File: src/rtl/aes_decrypt_round_ctrl.sv
// AES-128 decryption round sequencer.
// Drives the inverse key expander (decipher_new_en / round_key_en / round_num)
// and the inverse-round datapath (dp_load / dp_round_en / dp_final) for one
// ciphertext block. The block steps through IDLE -> LOAD -> ROUND x(NR-1) ->
// FINAL -> DONE, with datapath stall, synchronous abort and result backpressure.
//
// Handshake rules, used on both the request and the result side: a transfer
// happens on the rising edge where valid && ready are both high. The producer
// holds valid and its payload stable until that edge. ready may depend
// combinationally on the consumer's own state but never on valid. start_ready
// depends on key10_valid and abort, not on start_valid. out_valid comes from
// state only and stays high until out_ready is seen or an abort discards it.
//
// NR must stay at 10 while the attached key expander only handles AES-128.
// RW must be wide enough to hold NR (2**RW > NR).
module aes_decrypt_round_ctrl #(
  parameter int NR = 10,
  parameter int RW = 4
) (
  input  logic          clk,
  input  logic          reset_n,
  input  logic          start_valid,
  output logic          start_ready,
  input  logic          key10_valid,
  input  logic          stall,
  input  logic          abort,
  output logic          decipher_new_en,
  output logic          round_key_en,
  output logic [RW-1:0] round_num,
  output logic          dp_load,
  output logic          dp_round_en,
  output logic          dp_final,
  output logic          out_valid,
  input  logic          out_ready,
  output logic          busy,
  output logic [2:0]    dbg_state
);

  typedef enum logic [2:0] {
    S_IDLE  = 3'd0,
    S_LOAD  = 3'd1,
    S_ROUND = 3'd2,
    S_FINAL = 3'd3,
    S_DONE  = 3'd4
  } state_t;

  localparam logic [RW-1:0] LP_LAST_ROUND = RW'(NR - 1);
  localparam logic [RW-1:0] LP_NR         = RW'(NR);

  state_t        r_state;
  logic [RW-1:0] r_rcnt;
  logic          w_accept;
  logic          w_advance;

  // A request is taken when the requester is valid and the controller is ready.
  assign w_accept = start_valid && start_ready;

  // Enables fire only when the datapath can advance and nothing cancels the cycle.
  assign w_advance = !stall && !abort;

  // Sequencer: state and round counter. Abort wins over every other event,
  // including stall and out_ready. Stall is ignored in IDLE and DONE.
  always_ff @(posedge clk or negedge reset_n) begin
    if (!reset_n) begin
      r_state <= S_IDLE;
      r_rcnt  <= '0;
    end else if (r_state != S_IDLE && abort) begin
      r_state <= S_IDLE;
      r_rcnt  <= '0;
    end else begin
      case (r_state)
        S_IDLE: begin
          if (w_accept) begin
            r_state <= S_LOAD;
            r_rcnt  <= '0;
          end
        end
        S_LOAD: begin
          if (!stall) begin
            r_state <= S_ROUND;
            r_rcnt  <= RW'(1);
          end
        end
        S_ROUND: begin
          if (!stall) begin
            r_rcnt <= r_rcnt + 1'b1;
            if (r_rcnt == LP_LAST_ROUND) begin
              r_state <= S_FINAL;
            end
          end
        end
        S_FINAL: begin
          if (!stall) begin
            r_state <= S_DONE;
          end
        end
        S_DONE: begin
          if (out_ready) begin
            r_state <= S_IDLE;
            r_rcnt  <= '0;
          end
        end
        default: begin
          r_state <= S_IDLE;
          r_rcnt  <= '0;
        end
      endcase
    end
  end

  // Output decode from the registered state. round_num is 0 outside ROUND and
  // FINAL. start_ready is also held low while reset is asserted, so no output
  // rises during reset even if key10_valid is already high.
  always_comb begin
    start_ready     = 1'b0;
    decipher_new_en = 1'b0;
    round_key_en    = 1'b0;
    round_num       = '0;
    dp_load         = 1'b0;
    dp_round_en     = 1'b0;
    dp_final        = 1'b0;
    out_valid       = 1'b0;
    case (r_state)
      S_IDLE: begin
        start_ready = key10_valid && !abort && reset_n;
      end
      S_LOAD: begin
        decipher_new_en = w_advance;
        dp_load         = w_advance;
      end
      S_ROUND: begin
        round_num    = r_rcnt;
        round_key_en = w_advance;
        dp_round_en  = w_advance;
      end
      S_FINAL: begin
        round_num = LP_NR;
        dp_final  = w_advance;
      end
      S_DONE: begin
        out_valid = 1'b1;
      end
      default: begin
        start_ready = 1'b0;
      end
    endcase
  end

  assign busy      = (r_state != S_IDLE);
  assign dbg_state = r_state;

  // The key expander must never be loaded and advanced in the same cycle.
  a_key_ctrl_exclusive : assert property (
    @(posedge clk) disable iff (!reset_n) !(decipher_new_en && round_key_en)
  );

endmodule
File: config.mk
export PLATFORM = sky130hd
export DESIGN_NAME = aes_decrypt_round_ctrl
export DESIGN_NICKNAME = d
export VERILOG_FILES = /design/src/rtl/aes_decrypt_round_ctrl.sv
export SDC_FILE = /design/constraint.sdc
export NUM_CORES = 1
export LEC_CHECK = 0
export ABC_CLOCK_PERIOD_IN_PS = 2800
export CORE_AREA = 5 5 42 44
export DETAILED_ROUTE_END_ITERATION = 7
export DIE_AREA = 0 0 47 49
export GPL_ROUTABILITY_DRIVEN = 0
export HOLD_SLACK_MARGIN = 0.03
export MAX_ROUTING_LAYER = met4
export PLACE_DENSITY = 0.78
export SLEW_MARGIN = 10
export SYNTH_ARGS = -nofsm -noshare
export SYNTH_HDL_FRONTEND = slang
export SYNTH_SLANG_ARGS = --single-unit
File: constraint.sdc
create_clock -name clk -period 2.8 [get_ports clk]
set_input_delay 0.42 -clock clk [delete_from_list [all_inputs] [get_ports clk]]
set_output_delay 0.42 -clock clk [all_outputs]
set_load 0.005 [all_outputs]
==> flow_summary.yaml, run 1 <==
status:
  status: "completed"
place:
  dp_cells: 102
  dp_hpwl_um: 1110
  pre_cts_slack_ns: 0.395
  portBuffers: 21
setup_path:
  cp.arrival_ns: 1.99
  path_class: "input pin to primary output"
  end_kind: "primary output"
  crit_fanout: 7
  required_ns: 2.38
  start_kind: "input pin"
power_and_ir_drop:
  vdd_drop_max_mv: 0.286
  p_per_area_nw_per_um2: 407
  power_leakage_nw: 0.339
  p_total_w: 0.000323
clock_network:
  htree_levels: 1
  root_buffer: "clkbuf_4"
  postCtsSetupRepairBufs: 0
  clock_latency_ns: 0.26
  clockBufferDepth: 2
  clk_pin_slew_ns: 0.06
  cts_resized: 0
  cts_sinks: 7
  cts_buffers: 3
  cts-hold-fix-buffers: 0
  cts_tree: "built"
cells_and_area:
  antennaDiodeCount: 0
  fin_cells: 106
  register_area_um2: 175
  final_cell_mix: "clkdlybuf4s50_1 (21), nor2_1 (14), dfrtp_1 (7)"
  final_common_cell: "clkdlybuf4s50_1"
  final_util_pct: 56.5
  syn2layout_area_growth_pct: 42.9
  fillCellCount: 137
  final_nets: 100
  drive_above_1_share_pct: 11.1
  multi_input_area_um2: 327
detailed_routing:
  dr.pass1.iters: 4
  avgRoutedWirePerCell_um: 13.8
  initialDrtViolationCount: 6
  avgViaCountPerCell: 5.36
  vias: 568
  drcViolationCount: 0
  totalWireLength_um: 1460
  antenna_left: 0
floorplan:
  dieHeight_um: 49
  core_um2: 1400
  initial_core_util_pct: 39.6
  placementRows: 14
  fp.dieArea_um2: 2300
  die_w_um: 47
  ioPinCount: 22
yosys:
  synth_warnings: 0
  avgSynthCellArea_um2: 8.15
  syn_nets: 77
  ys_types: 26
  synth_cells: 68
  synth_area_um2: 554
  ys_ff_latch: 7
  synth.yosys.seq_area_share_pct: 31.6
global_route:
  grt_max_degree: 14
  antenna_found_initial: 0
  grt-ovfl-total: 0
  top_usage_layer: "met2"
  grt_util_met2_pct: 21.0
  grt_pass1_vias: 547
  grtUsageTotal_pct: 14.3
  grtUsageMet3_pct: 1.11
  grt_pass1_wl_um: 2420
  grt_use_met1_pct: 19.1
timing:
  final.setup_skew_ns: 0.0114
  max_slew.worst_pin.slew_ns: 0.383
  finalCriticalPeriod_ns: 2.41
  report.final.slew_viol_count: 0
  hold_violations: 0
  fmax_mhz: 416
  finalCritPeriodShare_pct: 85.9
  setup_tns_ns: 0
  rsz0062_at_grt: "no"
  setup_viol: 0
  slew_headroom_pct: 74.5
  fin_ws_ns: 0.394
flow_run:
  maxCapViolCount: 0
worst_hold_path:
  hold_path.class: "input pin to async pin"
==> worst paths after layout <==
| check | cells past startpoint | from | slack (ns) | to |
|---|---|---|---|---|
| setup / recovery | 4 | abort | 0.39 | dp_round_en |
| hold / removal | 2 | reset_n | 0.53 | dbg_state[0]$_DFFE_PN0P_ |
| setup reg to reg | 4 | dbg_state[0]$_DFFE_PN0P_ | 1.10 | r_rcnt[0]$_DFFE_PN0P_ |
| hold reg to reg | 1 | r_rcnt[2]$_DFFE_PN0P_ | 0.59 | r_rcnt[2]$_DFFE_PN0P_ |
| max in group asynchronous | 2 | reset_n | 2.13 | r_rcnt[0]$_DFFE_PN0P_ |
| min in group clk | 1 | r_rcnt[2]$_DFFE_PN0P_ | 0.59 | r_rcnt[2]$_DFFE_PN0P_ |
==> layer usage <==
metal | wire length (um) | vias up
li1 | - | 282
met1 | 670 | 273
met2 | 697 | 11
met3 | 63 | 2
met4 | 27 | 0
met5 | 0 | -
==> critical path, cell delays in order <==
cell	delay (ns)
clkdlybuf4s50_1	0.54
nand3b_1	0.32
nor2_1	0.18
clkdlybuf4s50_1	0.52
==> flip-flops by register name, indices dropped and copies added (netlist names) <==
register   cells
dbg_state      3
r_rcnt         4
==> synthesized netlist by cell type, drive strengths merged <==
master / number / share of area (%)
a211o: 2 / 3.2
nand4b: 1 / 1.6
nor4: 2 / 2.3
nand2: 3 / 2.5
nor2: 14 / 9.5
a21oi: 4 / 3.6
nor3: 5 / 4.5
inv: 3 / 2.0
o31ai: 1 / 1.4
nor3b: 2 / 2.7
and3: 2 / 2.3
mux2: 2 / 5.4
ha: 2 / 4.5
nand3: 1 / 0.90
or3: 2 / 2.3
buf: 6 / 7.4
o22ai: 1 / 1.1
nand2b: 3 / 3.4
nand3b: 2 / 2.7
a221o: 1 / 2.0
nor4b: 1 / 1.6
dfrtp: 7 / 32
xnor2: 1 / 1.6
==> stage by stage <==
| step | area, um^2 | hold slack (ns) |
|---|---|---|
| 6_report | 792 | 0.532 |
| 5_1_grt | 792 | 0.565 |
| 4_1_cts | 792 | 0.538 |
| 3_5_place_dp | 766 | 0.571 |
| 3_3_place_gp | 766 | 0.562 |
| 2_1_floorplan | 554 | 0.124 |
==> cell families (layout without fill, tap and decap cells) <==
group / after synthesis / count (layout) / share of synthesized area (%)
simple gates: 38 / 38 / 36.1
compound gates: 9 / 9 / 11.3
buf+inv: 9 / 31 / 9.48
flops: 7 / 7 / 31.6
fa+ha+maj: 2 / 2 / 4.51
mux: 2 / 2 / 5.42
xor+xnor: 1 / 1 / 1.58
==> area by class of cell <==
class	instances	area share (%)
Inverter	3	1.42
Clock buffer	4	3.32
Sequential cell	7	22.1
Timing Repair Buffer	24	29.4
Tap cell	16	2.53
Multi-Input combinational cell	52	41.2
==> power by group <==
| group | switching, W | internal (W) | total, W |
|---|---|---|---|
| Clock | 0.0000393 | 0.0000545 | 0.0000939 |
| Sequential | 0.0000199 | 0.000109 | 0.000129 |
| Combinational | 0.0000434 | 0.0000564 | 0.0000998 |
| Total | 0.000103 | 0.000220 | 0.000323 |
No activity file was read; power rests on OpenSTA's default activity.
==> inputs of run 2 (changes only) <==
--- a/config.mk
+++ b/config.mk
@@ -7,6 +7,7 @@
 export LEC_CHECK = 0
 export ABC_CLOCK_PERIOD_IN_PS = 2800
 export CORE_AREA = 5 5 42 44
+export CTS_BUF_LIST = sky130_fd_sc_hd__clkbuf_16
 export DETAILED_ROUTE_END_ITERATION = 7
 export DIE_AREA = 0 0 47 49
 export GPL_ROUTABILITY_DRIVEN = 0
==> run 2 against run 1 <==
  * Combinational power fell by 0.7%
  * Sequential power barely moved
  * Count of clock-buffer cells in the layout fell by 1
  * Non-clock buffer count did not move
  * First-iteration DRC count rose by 67%
  * Largest power group is now the clock network
  * Sequential cell count did not move
  * Core utilization rose by 3.7 points
==> flow_summary.yaml, run 2 (same netlist as run 1, synthesis figures left out) <==
status:
  status: "completed"
detailed_routing:
  totalWireLength_um: 1490
  vias: 560
  drcViolationCount: 0
  dr.pass1.iters: 4
  antenna_left: 0
  initialDrtViolationCount: 10
  avgRoutedWirePerCell_um: 14.1
  avgViaCountPerCell: 5.28
timing:
  fmax_mhz: 417
  setup_tns_ns: 0
  setup_viol: 0
  report.final.slew_viol_count: 0
  finalCriticalPeriod_ns: 2.40
  finalCritPeriodShare_pct: 85.7
  final.setup_skew_ns: 0.00248
  max_slew.worst_pin.slew_ns: 0.384
  rsz0062_at_grt: "no"
  hold-worst-slack_ns: 0.558
  slew_headroom_pct: 74.4
  hold_violations: 0
cells_and_area:
  syn2layout_area_growth_pct: 52.4
  final_nets: 100
  fillCellCount: 129
  top_register: "r_rcnt"
  final_cell_mix: "clkdlybuf4s50_1 (21), nor2_1 (14), dfrtp_1 (7)"
  fin_cells: 106
  final_common_cell: "clkdlybuf4s50_1"
  largest_reg_flops: 4
  drive_above_1_share_pct: 11.1
  antennaDiodeCount: 0
floorplan:
  ioPinCount: 22
  fp.dieArea_um2: 2300
  placementRows: 14
  dieHeight_um: 49
  initial_core_util_pct: 39.6
  core_um2: 1400
  die_w_um: 47
global_route:
  grt_pass1_vias: 554
  grtUsageTotal_pct: 15.1
  grt-ovfl-total: 0
  grt_max_degree: 14
  antenna_found_initial: 0
  grt_pass1_wl_um: 2480
setup_path:
  cp_slowest_stage_delay_ns: 0.53
  crit_fanout: 7
  cp.arrival_ns: 1.98
  required_ns: 2.38
  cp_cell_sequence: "clkdlybuf4s50_1, nand3b_1, nor2_1, clkdlybuf4s50_1"
  end_kind: "primary output"
  start_kind: "input pin"
  path_class: "input pin to primary output"
  crit_top_cell: "clkdlybuf4s50_1"
  crit_slowest_cell: "clkdlybuf4s50_1"
clock_network:
  cts_resized: 0
  cts-hold-fix-buffers: 0
  clk_pin_slew_ns: 0.04
  postCtsSetupRepairBufs: 0
  clock_latency_ns: 0.23
  htree_levels: 1
  cts_sinks: 7
  clockBufferDepth: 2
  root_buffer: "clkbuf_16"
  cts_buffers: 3
  cts_tree: "built"
power_and_ir_drop:
  power_leakage_nw: 0.367
  p_per_area_nw_per_um2: 556
  vdd_drop_max_mv: 0.407
worst_hold_path:
  hold_path.class: "input pin to async pin"
place:
  dp_hpwl_um: 1110
  dp_cells: 102
  portBuffers: 21
flow_run:
  maxCapViolCount: 0
[run 2: worst max-delay path, delay by kind of cell]
family,cells,cell delay [ns]
and+or+nand+nor,2,0.50
buffers and inverters,2,1.05
[run 2: final cells by class]
| cell class | count | area (um^2) | share of cell area [%] |
|---|---|---|---|
| repair buffers | 24 | 233 | 27.6 |
| multi-input cells | 52 | 327 | 38.7 |
| flip-flops and latches | 7 | 175 | 20.7 |
| clock inverters | 1 | 3.75 | 0.444 |
| inverters | 3 | 11.3 | 1.33 |
| well taps | 16 | 20.0 | 2.37 |
| clock buffers | 3 | 75.1 | 8.89 |
[run 2: power breakdown]
group          switching (W)  internal [W]
sequential         0.0000204      0.000110
combinational      0.0000428     0.0000563
clock              0.0000550      0.000186
total               0.000118      0.000352
[run 2: per-stage QoR]
| step | setup WS (ns) | util [%] | instance area, um^2 | power (W) |
|---|---|---|---|---|
| after floorplan | 1.24 | - | 554 | 0.000182 |
| after global placement | 0.407 | 54.6 | 766 | 0.000227 |
| after detailed placement | 0.395 | 54.6 | 766 | 0.000230 |
| after CTS | 0.385 | 60.3 | 845 | 0.000474 |
| after global routing | 0.290 | 60.3 | 845 | 0.000493 |
| final | 0.400 | 60.3 | 845 | 0.000470 |
[run 2: worst paths after layout]
check / start / endpoint / slack [ns] / depth (start not counted)
max: abort / dp_round_en / 0.40 / 4
min: reset_n / dbg_state[0]$_DFFE_PN0P_ / 0.56 / 2
max reg2reg: dbg_state[0]$_DFFE_PN0P_ / r_rcnt[0]$_DFFE_PN0P_ / 1.12 / 4
min reg2reg: r_rcnt[3]$_DFFE_PN0P_ / r_rcnt[3]$_DFFE_PN0P_ / 0.58 / 1
max in group asynchronous: reset_n / r_rcnt[0]$_DFFE_PN0P_ / 2.12 / 2
min in group clk: r_rcnt[3]$_DFFE_PN0P_ / r_rcnt[3]$_DFFE_PN0P_ / 0.58 / 1
[run 2: routing by layer]
metal / track usage (%) / wire, um / vias to the layer above
li1: - / - / 284
met5: - / 0 / -
met1: 19.3 / 664 / 254
met4: 8.76 / 37 / 0
met3: 3.32 / 94 / 4
met2: 21.3 / 697 / 18
==> inputs of run 3 (changes only) <==
--- a/config.mk
+++ b/config.mk
@@ -12,7 +12,6 @@
 export DIE_AREA = 0 0 47 49
 export GPL_ROUTABILITY_DRIVEN = 0
 export HOLD_SLACK_MARGIN = 0.03
-export MAX_ROUTING_LAYER = met4
 export PLACE_DENSITY = 0.78
 export SLEW_MARGIN = 10
 export SYNTH_ARGS = -nofsm -noshare
==> constraint.sdc (replaced) <==
create_clock -name clk -period 2.8 [get_ports clk]
set_input_delay 0.56 -clock clk [delete_from_list [all_inputs] [get_ports clk]]
set_output_delay 0.56 -clock clk [all_outputs]
set_load 0.005 [all_outputs]
==> run 3 against run 2 <==
  * Wire length rose by 3.1%
  * Fmax fell by 12%
  * Sequential power barely moved
  * Sequential cell count did not move
  * Cell count is 1.9% higher
  * Via count rose by 6.8%
  * Critical path depth increased by 1
  * Sequential share of layout area decreased by 0.36 points
  * First-iteration DRC count grew 10%
  * Design area up 1.8%
  * Combinational power hardly changed
  * Clock skew is essentially flat
  * Largest cell class unchanged
  * Largest power group unchanged
  * Highest routed layer unchanged
==> flow_summary.yaml, run 3 (same netlist as run 1, synthesis figures left out) <==
cells_and_area:
  final_area_um2: 860
  final_nets: 102
  drive_above_1_share_pct: 13.0
  syn2layout_area_growth_pct: 55.1
  final_common_cell: "clkdlybuf4s50_1"
  top_register: "r_rcnt"
  multi_input_area_um2: 327
  register_area_um2: 175
  fillCellCount: 133
  final_util_pct: 61.3
  fin_cells: 108
  final_cell_mix: "clkdlybuf4s50_1 (21), nor2_1 (14), dfrtp_1 (7)"
  largest_reg_flops: 4
  antennaDiodeCount: 0
timing:
  final.setup_skew_ns: 0.00266
  fmax_mhz: 368
  rsz0062_at_grt: "no"
  hold_violations: 0
  finalCritPeriodShare_pct: 97.0
  finalCriticalPeriod_ns: 2.71
  max_slew.worst_pin.slew_ns: 0.417
  setup_viol: 0
  slew_headroom_pct: 72.2
  setup_tns_ns: 0
  report.final.slew_viol_count: 0
setup_path:
  start_kind: "input pin"
  cp_slowest_stage_delay_ns: 0.51
  crit_top_cell: "clkdlybuf4s50_1"
  crit_fanout: 3
  cp_cell_sequence: "clkdlybuf4s50_1, nand2b_1, or3_1, nor2_1, clkdlybuf4s50_1"
  crit_slowest_cell: "clkdlybuf4s50_1"
  required_ns: 2.24
  end_kind: "primary output"
  path_class: "input pin to primary output"
  cp.arrival_ns: 2.15
global_route:
  grt_pass1_vias: 536
  antenna_found_initial: 0
  grt_pass1_wl_um: 2540
  grt-ovfl-total: 0
  grtUsageTotal_pct: 15.0
  grt_max_degree: 14
clock_network:
  cts_resized: 0
  cts_sinks: 7
  root_buffer: "clkbuf_16"
  cts-hold-fix-buffers: 0
  cts_buffers: 3
  htree_levels: 1
  postCtsSetupRepairBufs: 0
  clockBufferDepth: 2
  clock_latency_ns: 0.23
  clk_pin_slew_ns: 0.04
  cts_tree: "built"
detailed_routing:
  drcViolationCount: 0
  vias: 598
  avgRoutedWirePerCell_um: 14.3
  initialDrtViolationCount: 11
  totalWireLength_um: 1540
  dr.pass1.iters: 4
  avgViaCountPerCell: 5.54
  antenna_left: 0
place:
  portBuffers: 21
  dp_hpwl_um: 1140
  dp_cells: 104
  postPlaceCellArea_um2: 781
floorplan:
  ioPinCount: 22
  fp.dieArea_um2: 2300
  dieHeight_um: 49
  placementRows: 14
  core_um2: 1400
  die_w_um: 47
  initial_core_util_pct: 39.6
power_and_ir_drop:
  p_sw_w: 0.000120
  seq_power_share_pct: 27.4
  combPwrFrac_pct: 21.3
  p_per_area_nw_per_um2: 550
  swShare_pct: 25.3
  vdd_drop_max_mv: 0.409
  p_int_w: 0.000353
  power_leakage_nw: 0.376
  pwr-share-clk_pct: 51.2
status:
  status: "completed"
worst_hold_path:
  hold_path.class: "register to register"
flow_run:
  maxCapViolCount: 0
==> run 3: cell types whose count changed in the layout (fill, tap and decap cells not counted) <==
cell,before,now
buf_4,3,5
==> run 3: worst paths after layout <==
| path | startpoint | to | slack (ns) | cells after the start |
|---|---|---|---|---|
| max in group asynchronous | reset_n | dbg_state[1]$_DFFE_PN0P_ | 1.99 | 2 |
| max | stall | dp_final | 0.09 | 5 |
| min reg2reg | r_rcnt[2]$_DFFE_PN0P_ | r_rcnt[2]$_DFFE_PN0P_ | 0.57 | 1 |
| max reg2reg | dbg_state[0]$_DFFE_PN0P_ | r_rcnt[0]$_DFFE_PN0P_ | 1.12 | 4 |
| min in group asynchronous | reset_n | r_rcnt[2]$_DFFE_PN0P_ | 0.68 | 2 |
| min | r_rcnt[2]$_DFFE_PN0P_ | r_rcnt[2]$_DFFE_PN0P_ | 0.57 | 1 |
==> run 3: per-stage QoR <==
| stage | total power (W) | hold slack, ns | worst slack, ns |
|---|---|---|---|
| floorplan | 0.000182 | 0.264 | 0.993 |
| global placement | 0.000229 | 0.553 | 0.126 |
| detailed placement | 0.000232 | 0.563 | 0.104 |
| CTS | 0.000477 | 0.572 | 0.0994 |
| global route | 0.000494 | 0.610 | 0.0410 |
| finish | 0.000473 | 0.575 | 0.0851 |
==> run 3: area by class of cell <==
class | count | share of cell area (%)
multi-input combinational | 52 | 38.0
timing repair buffer | 26 | 28.8
sequential | 7 | 20.4
clock buffer | 3 | 8.73
tap | 16 | 2.33
inverter | 3 | 1.31
clock inverter | 1 | 0.437
==> run 3: worst max-delay path: cells and delay by family <==
family,cells,cell delay (ns)
buffers and inverters,2,0.93
AND/OR/NAND/NOR,3,0.67
==> run 3: metal layers <==
| layer | up-vias | track usage, % | wire length, um |
|---|---|---|---|
| met5 | - | 0 | 0 |
| met4 | 0 | 5.53 | 19 |
| met3 | 4 | 4.80 | 87 |
| met2 | 19 | 21.5 | 767 |
| met1 | 286 | 20.4 | 666 |
| li1 | 289 | - | - |
==> run 3: power groups by stage <==
stage | logic [W] | registers, W | clock network (W)
floorplan | 0.0000633 | 0.000119 | 0
global placement | 0.0000994 | 0.000129 | 0
detailed placement | 0.000101 | 0.000130 | 0
CTS | 0.000102 | 0.000129 | 0.000246
global route | 0.000110 | 0.000131 | 0.000253
finish | 0.000101 | 0.000130 | 0.000242
